[src/rtl/uart_pkg.sv]
// uart_pkg: state encoding and divisor limits shared by the UART RX/TX blocks
package uart_pkg;
    typedef enum logic [1:0] {IDLE, RUN, HOLD} rx_state_t;
    localparam int MIN_DIV = 4;
endpackage

[src/rtl/rx_div_reg.sv]
// rx_div_reg: bit-period divisor register with load validation and error strobe
module rx_div_reg
    import uart_pkg::*;
#(
    parameter int DIV_W = 16,
    parameter logic [DIV_W-1:0] RST_DIV = 16'd5208
) (
    input  logic             CLK,
    input  logic             Rst,
    input  logic             Div_Load,
    input  logic [DIV_W-1:0] Div_Val,
    input  logic             Load_Ok,
    output logic [DIV_W-1:0] Div_Reg,
    output logic             Div_Err
);
    logic accept;
    assign accept = Load_Ok && Div_Val >= DIV_W'(MIN_DIV);
    always_ff @(posedge CLK) begin
        if (Rst) begin
            Div_Reg <= RST_DIV;
            Div_Err <= 1'b0;
        end else begin
            Div_Err <= Div_Load && !accept;
            if (Div_Load && accept) Div_Reg <= Div_Val;
        end
    end
endmodule

[src/rtl/rx_bit_timer.sv]
// rx_bit_timer: per-bit timing of an RX frame with mid-bit sample and bit-end strobes
module rx_bit_timer
    import uart_pkg::*;
#(
    parameter int CLK_HZ = 50_000_000,
    parameter int BAUD   = 9600,
    parameter int DIV_W  = 16
) (
    input  logic             CLK,
    input  logic             Rst,
    input  logic             Count_Sig,
    input  logic [3:0]       Frame_Bits,
    input  logic             Div_Load,
    input  logic [DIV_W-1:0] Div_Val,
    output logic             Sample_Tick,
    output logic             Bit_End,
    output logic [3:0]       Bit_Idx,
    output logic             Frame_Done,
    output logic             Busy,
    output logic             Div_Err
);
    localparam logic [DIV_W-1:0] RST_DIV = DIV_W'(CLK_HZ / BAUD);
    rx_state_t        state;
    logic             prev, run, start, load_ok;
    logic [DIV_W-1:0] cnt, div_reg;
    logic [3:0]       fbits;
    assign run         = state == RUN;
    assign start       = state == IDLE && Count_Sig && !prev;
    assign load_ok     = (state == IDLE && !start) || state == HOLD;
    assign Busy        = run;
    assign Sample_Tick = run && cnt == (div_reg >> 1);
    assign Bit_End     = run && cnt == div_reg - DIV_W'(1);
    assign Frame_Done  = Bit_End && Bit_Idx == fbits - 4'd1;
    rx_div_reg #(.DIV_W(DIV_W), .RST_DIV(RST_DIV)) u_div (
        .CLK(CLK), .Rst(Rst), .Div_Load(Div_Load), .Div_Val(Div_Val),
        .Load_Ok(load_ok), .Div_Reg(div_reg), .Div_Err(Div_Err)
    );
    always_ff @(posedge CLK) begin
        if (Rst) begin
            state   <= IDLE;
            prev    <= 1'b0;
            cnt     <= '0;
            Bit_Idx <= '0;
            fbits   <= 4'd2;
        end else begin
            prev <= Count_Sig;
            case (state)
                IDLE: if (start) begin
                    state   <= RUN;
                    cnt     <= '0;
                    Bit_Idx <= '0;
                    fbits   <= Frame_Bits < 4'd2 ? 4'd2 : Frame_Bits;
                end
                RUN: if (!Count_Sig || Frame_Done) begin
                    state   <= Count_Sig ? HOLD : IDLE;
                    cnt     <= '0;
                    Bit_Idx <= '0;
                end else if (Bit_End) begin
                    cnt     <= '0;
                    Bit_Idx <= Bit_Idx + 4'd1;
                end else begin
                    cnt <= cnt + DIV_W'(1);
                end
                HOLD: if (!Count_Sig) state <= IDLE;
                default: state <= IDLE;
            endcase
        end
    end
endmodule

[config.mk]
export PLATFORM = sky130hd
export DESIGN_NAME = rx_bit_timer
export DESIGN_NICKNAME = d
export VERILOG_FILES = /design/src/rtl/uart_pkg.sv /design/src/rtl/rx_div_reg.sv /design/src/rtl/rx_bit_timer.sv
export SDC_FILE = /design/constraint.sdc
export NUM_CORES = 1
export LEC_CHECK = 0
export BUFFER_PORTS_ARGS = -buffer_cell sky130_fd_sc_hd__buf_2
export CORE_MARGIN = 2
export CORE_UTILIZATION = 45
export CTS_BUF_LIST = sky130_fd_sc_hd__clkbuf_8
export DETAILED_ROUTE_END_ITERATION = 12
export GPL_ROUTABILITY_DRIVEN = 0
export PLACE_DENSITY = 0.68
export RECOVER_POWER = 50
export SYNTH_ARGS = -nofsm -noshare
export SYNTH_HDL_FRONTEND = slang
export SYNTH_SLANG_ARGS = --single-unit
[constraint.sdc]
create_clock -name CLK -period 2.8 [get_ports CLK]
set_input_delay 0.42 -clock CLK [delete_from_list [all_inputs] [get_ports CLK]]
set_output_delay 0.42 -clock CLK [all_outputs]
set_load 0.01 [all_outputs]
==> results.txt <==
Syn Nets = 375
Power Dens Cells = 414.2 nW/um^2
ys async rst share = 0%
register area share after synthesis = 30.62%
vias in the first global route = 2,635
termination of the worst setup path = Frame_Done
DP Wirelength = 5507 um
fin worst setup slack = -371.0 ps
Worst R2R Setup Slack = -250 ps
full die area = 7048 sq um
die span in y = 83.95 um
Mapped Cells = 347
initial antenna violation count = 0
Clock Latency Late Sink = 300 ps
Routed WL = 7731 um
mean post-synth cell area = 8.290 sq um
commonest non-fill, non-tap cell in the layout = dfxtp_1
Mapped Area = 2877 sq um
Fmax = 315.4 MHz
max-slew violations = 0
Area contributors post-synth = dfxtp_1 31%, xnor2_1 7.3%, xor2_1 5.5%
Worst EP required = 2380 ps
CTS Buf Count = 5
Crit. End Element = output port
global-route wire length before repair = 12,630 um
post-synth top area share = 30.62%
# hold bufs at CTS = 0
vias per cell = 5.830
failing checks = setup timing
period utilisation layout = 113.2%
Vias = 2,810
Slew headroom = 10.35%
status = complete, but fails checks
CTS clk-pin slew, worst paths = 80 ps
final hold violations = 0
commonest non-fill, non-tap cells in the layout = 40 x dfxtp_1, 35 x buf_4, 27 x nor2_1
DRC Markers = 0
synthesized flop and latch total = 44
Crit Reg-Reg Endpoint = Bit_Idx[3]
Setup Crit Path Kind = flip-flop to output port
CP Launch Type = flip-flop
Die X-Extent = 83.95 um
CP Max Fanout = 3
dominant synthesized flop cell = dfxtp_1
drt wl/cell = 16.04 um
critical path launch point = u_div.Div_Reg[6]
Arrival @ worst endpoint = 2750 ps
H-tree Lvls = 2
final setup vio count = 20
# fillers = 565
worst vdd ir = 0.3103 mV
drt initial violations = 142
MaxCap Viol Count = 0
area leader, netlist = dfxtp_1
final instance area = 3675 sq um
YS warnings = 0
port bufs = 32
Area growth, synth to finish = 27.75%
Sinks on Clock Net = 44
Least-Margin Pin Slew = 1345 ps
share of layout cells above drive strength 1 = 29.14%
Total GRT Usage = 21.92%
TritonCTS clock tree = done
RSZ-0062 raised after global routing = true
Final Core Density = 58.54%
Post-Layout Cell Count = 482
post-layout power = 0.001522 W
Antenna Nets Post-Route = 0
GRT overflow = 0
Final #Nets = 433
router iterations before antenna repair = 4
Rows = 29
r2r worst-path depth = 10
initial core utilization = 45.82%
IO Count = 33
crit path time final = 3171 ps
RR Startpoint = u_div.Div_Reg[6]
Distinct cells, synth = 58
clock root cell = clkbuf_8
number of diodes = 0
largest net degree at the start of global routing = 32
leakage = 1.451 nW
Post-synth EDFFs = 0
Core ar. = 6277 sq um
DP Cell Count = 465
CTS Buffer Depth = 2
skew final = 7.924 ps
Hold Crit Class = input pin to flip-flop
placed inst area = 3304 sq um
-- what timing repair did --
item / in CTS / in global routing
endpoints found under the setup margin: 15 / 22
gates resized for setup: 20 / 21
buffers inserted: 9 / 1
pin swaps: 14 / 7
cloned: 1 / 0
-- registers in the layout, summed over array words and instances, names as in the netlist --
signal,count
u_div.Div_Err,1
Bit_Idx,4
prev,1
cnt,16
state,2
u_div.Div_Reg,16
fbits,4
-- layout make-up --
| cell class | count | area, sq um | share of cell area (%) |
|---|---|---|---|
| inverter | 12 | 45.04 | 1.226 |
| clock buffer | 5 | 68.82 | 1.873 |
| sequential | 44 | 885.9 | 24.11 |
| clock inverter | 2 | 60.06 | 1.634 |
| tap | 77 | 96.34 | 2.622 |
| timing repair buffer | 79 | 534.3 | 14.54 |
| multi-input combinational | 263 | 1984 | 54.00 |
-- how the worst min path moves through the flow --
stage / from / to / slack [ps] / depth (start not counted)
global placement: fbits[3] / fbits[3] / 460 / 2
finish: Div_Val[1] / u_div.Div_Reg[1] / 360 / 3
detailed placement: fbits[3] / fbits[3] / 460 / 2
CTS: Div_Val[1] / u_div.Div_Reg[1] / 360 / 3
floorplan: fbits[3] / fbits[3] / 450 / 2
global route: Div_Val[1] / u_div.Div_Reg[1] / 370 / 3
-- metal layers --
layer  global-route usage [%]  part of all wire (%)  vias to the layer above
li1                         -                     -                     1371
met4                    6.452                   1.4                        0
met5                        0                     0                        -
met3                    3.759                   5.2                       12
met1                    29.43                    46                     1348
met2                    36.07                    47                       79
-- Yosys cell counts, drive strengths merged, types with 2 or more instances --
cell,count
buf,6
nor2,28
ha,4
nand3,15
o221ai,2
a211o,6
or3,4
or4,7
dfxtp,44
xnor2,24
or4b,2
a31oi,5
o31ai,3
a211oi,3
o21a,2
nand4,4
o31a,4
mux2i,11
and3,10
nor3,13
xor2,18
o21ai,12
o311ai,8
nor4,15
and2,3
nor2b,5
a21oi,11
clkbuf,22
o21bai,3
nand2,24
inv,12
-- critical path, cell delays in order, from the launching register on --
cell     delay (ps)
dfxtp_2         320
or4_4           540
buf_6           130
or3_4           330
o31a_1          320
nor4_2          240
and4_1          280
and3_4          210
buf_6           100
-- stage by stage --
stage / setup TNS [ps] / worst slack (ps) / hold WS (ps)
after floorplan: -89.93 / -58.08 / 448.8
after global placement: -275.6 / -59.34 / 458.9
after detailed placement: -770.6 / -97.73 / 463.0
after CTS: -2629 / -359.3 / 357.6
after global routing: -5381 / -434.9 / 371.5
final: -3719 / -371.0 / 358.6
-- cells by family (layout without fill, tap and decap cells) --
kind of cell	after synthesis	count (layout)	share of synthesized area, %
compound gates	67	67	18.09
xor+xnor	42	42	12.79
fa+ha+maj	4	4	1.740
buf+inv	40	98	6.307
flops	44	44	30.62
mux	12	12	4.219
simple gates	138	138	26.23
-- power by group --
part           internal (W)  switching, W
combinational      0.000129      0.000148
sequential         0.000648     0.0000221
clock              0.000351      0.000223
Power figures use the tool's default switching activity.
